## src/rtl/mskaes_rcon_sched_pkg.sv

```systemverilog
// Shared AES constants for the masked key-schedule round-constant sequencer:
// key-size encodings, per-size step counts, rcon seeds and GF(2^8) helpers.
package mskaes_rcon_sched_pkg;

  localparam logic [1:0] KS_128  = 2'b00;
  localparam logic [1:0] KS_192  = 2'b01;
  localparam logic [1:0] KS_256  = 2'b10;
  localparam logic [1:0] KS_RSVD = 2'b11;

  // Number of expansion steps per key size
  localparam logic [3:0] NSTEP_128 = 4'd10;
  localparam logic [3:0] NSTEP_192 = 4'd8;
  localparam logic [3:0] NSTEP_256 = 4'd13;

  // rcon seeds: forward always starts at 0x01, inverse starts at the
  // last rcon the forward schedule would have used for that key size
  localparam logic [7:0] RCON_FWD_INIT = 8'h01;
  localparam logic [7:0] RCON_INV_128  = 8'h36;
  localparam logic [7:0] RCON_INV_192  = 8'h80;
  localparam logic [7:0] RCON_INV_256  = 8'h40;

  // Reduction constants for multiply / divide by x in GF(2^8)
  localparam logic [7:0] XTIME_POLY     = 8'h1b;
  localparam logic [7:0] INV_XTIME_POLY = 8'h8d;

  typedef enum logic {
    ST_IDLE = 1'b0,
    ST_RUN  = 1'b1
  } rcon_state_e;

  // Index of the final step for a key size; reserved encoding behaves as AES-128
  function automatic logic [3:0] last_step_idx(input logic [1:0] ks);
    logic [3:0] n;
    case (ks)
      KS_192:  n = NSTEP_192;
      KS_256:  n = NSTEP_256;
      default: n = NSTEP_128;
    endcase
    return n - 4'd1;
  endfunction

  // First rcon of a sequence
  function automatic logic [7:0] rcon_init(input logic [1:0] ks, input logic inv);
    logic [7:0] v;
    if (!inv) begin
      v = RCON_FWD_INIT;
    end else begin
      case (ks)
        KS_192:  v = RCON_INV_192;
        KS_256:  v = RCON_INV_256;
        default: v = RCON_INV_128;
      endcase
    end
    return v;
  endfunction

  // Multiply by x
  function automatic logic [7:0] xtime(input logic [7:0] a);
    return {a[6:0], 1'b0} ^ (a[7] ? XTIME_POLY : 8'h00);
  endfunction

  // Divide by x (inverse of xtime)
  function automatic logic [7:0] inv_xtime(input logic [7:0] a);
    return {1'b0, a[7:1]} ^ (a[0] ? INV_XTIME_POLY : 8'h00);
  endfunction

endpackage

```

## src/rtl/mskaes_rcon_sched_cst.sv

```systemverilog
// MSKcst: turns a public constant into a non-random d-share sharing.
// Share 0 carries the value, all remaining shares are zero.
module mskaes_rcon_sched_cst #(
  parameter int d     = 2,
  parameter int count = 8
) (
  input  logic [count-1:0]   i_x,
  output logic [count*d-1:0] o_sh
);

  assign o_sh[count-1:0] = i_x;

  generate
    if (d > 1) begin : g_zero_shares
      assign o_sh[count*d-1:count] = '0;
    end
  endgenerate

endmodule

```

## src/rtl/mskaes_rcon_sched.sv

```systemverilog
// Round-constant sequencer for a masked AES key expansion. Walks the rcon
// sequence forward (encryption) or backward (decryption) one expansion step
// per 'step' pulse and tells the key-schedule datapath what each step does.
//
// Handshake: 'start' is taken only when busy=0; 'step' is taken only when
// busy=1 and consumes the step currently described by the outputs; the
// cycle after the step with last=1 is consumed, done pulses for one cycle.
module mskaes_rcon_sched
  import mskaes_rcon_sched_pkg::*;
#(
  parameter int d      = 2,
  parameter int INV_EN = 1
) (
  input  logic           clk,
  input  logic           rst,
  input  logic           start,
  input  logic [1:0]     key_size,
  input  logic           inverse,
  input  logic           step,
  input  logic           mask_rcon,
  output logic [8*d-1:0] sh_rcon,
  output logic           rcon_step,
  output logic           sub_only,
  output logic           last,
  output logic           busy,
  output logic           done
);

  localparam bit INV_ON = (INV_EN != 0);

  rcon_state_e r_state;
  logic [3:0]  r_step_cnt;
  logic [7:0]  r_rcon;
  logic [1:0]  r_key_size;
  logic        r_inverse;
  logic        r_done;

  logic        w_busy;
  logic        w_is256;
  logic        w_rcon_step;
  logic        w_sub_only;
  logic        w_last;
  logic        w_inv_in;
  logic [7:0]  w_rcon_gated;

  assign w_inv_in    = INV_ON & inverse;
  assign w_busy      = (r_state == ST_RUN);
  assign w_is256     = (r_key_size == KS_256);
  // AES-256 alternates rcon steps (even index) with SubWord-only steps (odd)
  assign w_rcon_step = w_busy & (~w_is256 | ~r_step_cnt[0]);
  assign w_sub_only  = w_busy & w_is256 & r_step_cnt[0];
  assign w_last      = w_busy & (r_step_cnt == last_step_idx(r_key_size));
  assign w_rcon_gated = r_rcon & {8{w_busy & w_rcon_step & mask_rcon}};

  // FSM, step counter and rcon register; done is a registered pulse
  always_ff @(posedge clk or posedge rst) begin
    if (rst) begin
      r_state    <= ST_IDLE;
      r_step_cnt <= 4'd0;
      r_rcon     <= RCON_FWD_INIT;
      r_key_size <= KS_128;
      r_inverse  <= 1'b0;
      r_done     <= 1'b0;
    end else begin
      r_done <= 1'b0;
      case (r_state)
        ST_IDLE: begin
          if (start) begin
            r_state    <= ST_RUN;
            r_key_size <= key_size;
            r_inverse  <= w_inv_in;
            r_step_cnt <= 4'd0;
            r_rcon     <= rcon_init(key_size, w_inv_in);
          end
        end
        ST_RUN: begin
          if (step) begin
            if (w_rcon_step) begin
              r_rcon <= r_inverse ? inv_xtime(r_rcon) : xtime(r_rcon);
            end
            if (w_last) begin
              r_state    <= ST_IDLE;
              r_step_cnt <= 4'd0;
              r_done     <= 1'b1;
            end else begin
              r_step_cnt <= r_step_cnt + 4'd1;
            end
          end
        end
        default: r_state <= ST_IDLE;
      endcase
    end
  end

  mskaes_rcon_sched_cst #(
    .d     (d),
    .count (8)
  ) u_cst (
    .i_x  (w_rcon_gated),
    .o_sh (sh_rcon)
  );

  assign rcon_step = w_rcon_step;
  assign sub_only  = w_sub_only;
  assign last      = w_last;
  assign busy      = w_busy;
  assign done      = r_done;

endmodule
```

## config.mk

```make
export PLATFORM = sky130hd
export DESIGN_NAME = mskaes_rcon_sched
export DESIGN_NICKNAME = d
export VERILOG_FILES = /design/src/rtl/mskaes_rcon_sched_pkg.sv /design/src/rtl/mskaes_rcon_sched_cst.sv /design/src/rtl/mskaes_rcon_sched.sv
export SDC_FILE = /design/constraint.sdc
export NUM_CORES = 1
export LEC_CHECK = 0
export ABC_AREA = 1
export CAP_MARGIN = 20
export CELL_PAD_IN_SITES_DETAIL_PLACEMENT = 0
export CELL_PAD_IN_SITES_GLOBAL_PLACEMENT = 1
export CORE_UTILIZATION = 30
export CTS_BUF_LIST = sky130_fd_sc_hd__clkbuf_8
export DETAILED_ROUTE_END_ITERATION = 7
export PLACE_DENSITY_LB_ADDON = 0.1
export SYNTH_ARGS = -nofsm -noshare
export SYNTH_HDL_FRONTEND = slang
export SYNTH_HIERARCHICAL = 1
export SYNTH_SLANG_ARGS = --single-unit
```

## constraint.sdc

```tcl
create_clock -name clk -period 1.6 [get_ports clk]
set_clock_uncertainty 0.1 [all_clocks]
set_input_delay 0.24 -clock clk [delete_from_list [all_inputs] [get_ports clk]]
set_output_delay 0.24 -clock clk [all_outputs]
set_load 0.02 [all_outputs]
```

==> results.tsv <==
stage	metric	value	unit
cells_and_area	Fill cells	435	
global_routing	pin count of the biggest net entering global routing	18	
clock_tree	TritonCTS buffer count	3	
detailed_routing	vias per cell	4.341	
flow_run	Max-Cap Viols	0	
floorplan	standard-cell rows	23	
setup_path	arrival time of the worst setup path	1.49	ns
worst_hold_path	worst hold path type	input port to asynchronous set/reset pin	
floorplan	Chip Height	67.77	µm
global_routing	first-pass GRT wire length	5002	µm
logic_synthesis	Async S/R FF share, synth	100.0	%
clock_tree	clk root buf	clkbuf_8	
clock_tree	Longest Clk Path Bufs	2	
setup_path	Req. time, crit path	1.26	ns
floorplan	io pins	29	
floorplan	Initial Utilization	31.75	%
floorplan	die width	67.77	µm
global_routing	vias in the first global route	1053	
sta	fin. max-slew vios	0	
detailed_routing	Initial DRT Pass Iterations	4	
clock_tree	TritonCTS clock tree	done	
detailed_routing	Post-DRT Antenna Nets	0	
cells_and_area	area occupied by registers	427.9	µm²
setup_path	CP Class	flop to output pin	
logic_synthesis	Cells after Synth	177	
sta	Setup WS post-layout	-0.2332	ns
detailed_routing	DR iter-0 viols	73	
clock_tree	# H-tree levels	1	
sta	min cycle time layout	1.833	ns
clock_tree	Clock transition at path regs	0.07	ns
cells_and_area	area grow syn2layout	36.16	%
placed_design	Port Buffers	20	
logic_synthesis	#FFs+latches synth	17	
clock_tree	clock latency on the worst-skew pair	0.25	ns
status	run status	finished, violations left	
power	Leakage	0.9140	nW
power	P per Cell Area	2090	nW/µm²
placed_design	post-DP HPWL	2357	µm
cells_and_area	nets	229	
clock_tree	clk sinks	17	
setup_path	CP delay by family, top	adder cells	
logic_synthesis	number of synthesized flops with an enable pin	0	
sta	fin crit share	114.6	%
logic_synthesis	Top FF cell, synth	dfrtp_1	
floorplan	core area	4086	µm²
clock_tree	hold_buf cts	0	
setup_path	CP Cell Sequence	inv_1 > ha_2 > ha_4 > nor2_4 > nand2_4 > nor2_1 > buf_4	
sta	RSZ-0062 raised after global routing	yes	
logic_synthesis	Synth cell types	25	
detailed_routing	routed len/inst	11.78	µm
logic_synthesis	average size of a mapped cell	7.330	µm²
logic_synthesis	Mapped Area	1297	µm²
setup_path	worst-path fanout max	8	
global_routing	Total GRT Usage	14.96	%
placed_design	Place WS	-0.5205	ns
detailed_routing	DR DRC count	0	
floorplan	Die ar.	4592	µm²
logic_synthesis	YS warnings	6	
detailed_routing	WL final	3109	µm
status	failing checks	negative setup slack	
setup_path	WP buf/inv	2	
cells_and_area	multi-input combinational cell area	750.7	µm²
cells_and_area	commonest non-fill, non-tap cell in the layout	nand2_1	
power	peak supply drop	0.0007315	V
setup_path	slowest cell on the critical path	dfrtp_1	
power	Power, Total	0.003693	W
placed_design	GP Congestion	0.7919	
global_routing	gr ovfl total	0	
cells_and_area	Post-Layout Cell Count	264	
sta	# setup viols final	10	
cells_and_area	layout cell share with drive strength beyond 1	33.64	%
setup_path	Worst setup EP type	output pin	
sta	Peak Freq	545.5	MHz
cells_and_area	antenna fix cells	0	
setup_path	max incr delay on CP	0.34	ns
setup_path	Startpoint Class	flop	
detailed_routing	vias	1146	
cells_and_area	commonest cells after routing, fill and taps aside	nand2_1 (38), buf_4 (27), inv_1 (23), dfrtp_1 (15)	
logic_synthesis	Seq/Total Area, Yosys	32.88	%
global_routing	initial antenna violation count	0	
sta	final-report hold violation count	0	
placed_design	DP Cell Count	259	
==> repair_timing <==
| item | CTS | global route |
|---|---|---|
| setup endpoints to repair | 17 | 17 |
| gates resized for setup | 73 | 16 |
| pin swaps | 5 | 4 |
| buffers inserted | 8 | 1 |
==> routing by layer <==
| layer | GRT usage (%) | vias up | share of wire (%) | routed length (µm) |
|---|---|---|---|---|
| li1 | - | 598 | - | - |
| met1 | 20.93 | 520 | 51 | 1586 |
| met2 | 23.02 | 26 | 45 | 1413 |
| met3 | 2.534 | 2 | 2.9 | 90 |
| met4 | 4.787 | 0 | 0.61 | 19 |
| met5 | 0 | - | 0 | 0 |
==> where the power goes <==
part	switching (W)	internal [W]	total [W]	leakage, nW
clock network	0.000158	0.000170	0.000328	0.0269
logic	0.00142	0.00115	0.00257	0.684
registers	0.000149	0.000641	0.000791	0.203
==> final cells by class <==
class | instances | share of cell area [%]
sequential | 17 | 24.22
clock buffer | 3 | 2.337
clock inverter | 1 | 0.2125
multi-input combinational | 124 | 42.49
inverter | 25 | 5.595
tap | 50 | 3.541
timing repair buffer | 44 | 21.60
==> metrics by stage <==
| stage | util, % | hold slack, ns | TNS, ns | area [µm²] |
|---|---|---|---|---|
| floorplan | - | 0.06534 | 0 | 1336 |
| global placement | 40.02 | 0.4005 | -4.601 | 1635 |
| detailed placement | 40.02 | 0.4259 | -4.759 | 1635 |
| CTS | 42.50 | 0.2082 | -2.546 | 1737 |
| global route | 43.23 | 0.2171 | -3.043 | 1767 |
| finish | 43.23 | 0.1963 | -2.148 | 1767 |
==> path summary, 6_finish.rpt <==
check	start	end	depth (start not counted)	slack (ns)
setup / recovery	r_key_size[0]$_DFFE_PP0P_	sh_rcon[3]	7	-0.23
hold / removal	rst	r_rcon[6]$_DFFE_PP0P_	3	0.20
setup reg to reg	r_key_size[0]$_DFFE_PP0P_	r_step_cnt[0]$_DFFE_PP0P_	9	0.08
hold reg to reg	r_rcon[5]$_DFFE_PP0P_	r_rcon[5]$_DFFE_PP0P_	2	0.44
max in group asynchronous	rst	r_rcon[0]$_DFFE_PP1P_	3	0.94
min in group clk	r_rcon[5]$_DFFE_PP0P_	r_rcon[5]$_DFFE_PP0P_	2	0.44
==> kinds of logic after synthesis <==
kind of cell	share of synthesized area [%]
flops	32.88
simple gates	30.67
compound gates	10.41
other cells	0.2890
mux	1.157
buf+inv	18.13
xor+xnor	0.6751
fa+ha+maj	5.786
==> state kept, by name, summed over array words and instances (netlist names) <==
| register | count |
|---|---|
| r_rcon | 8 |
| r_inverse | 1 |
| r_key_size | 2 |
| r_step_cnt | 4 |
| done | 1 |
| busy | 1 |
==> worst min-delay path, delay by kind of cell <==
kind | cells | cell delay, ns
buffers and inverters | 3 | 0.69
==> cell usage after synthesis, types with 2 or more instances <==
cell,n,area [µm²]
dfrtp_1,16,400.4
o21ai_0,7,35.03
nand3_1,15,75.07
a21oi_2,5,43.79
nand2_4,3,33.78
o21ai_1,2,10.01
nand2_1,45,168.9
nor2_1,20,75.07
ha_1,6,75.07
a21oi_1,6,30.03
buf_4,16,120.1
inv_1,23,86.33
Note: power is estimated with default switching activity, not from simulation.
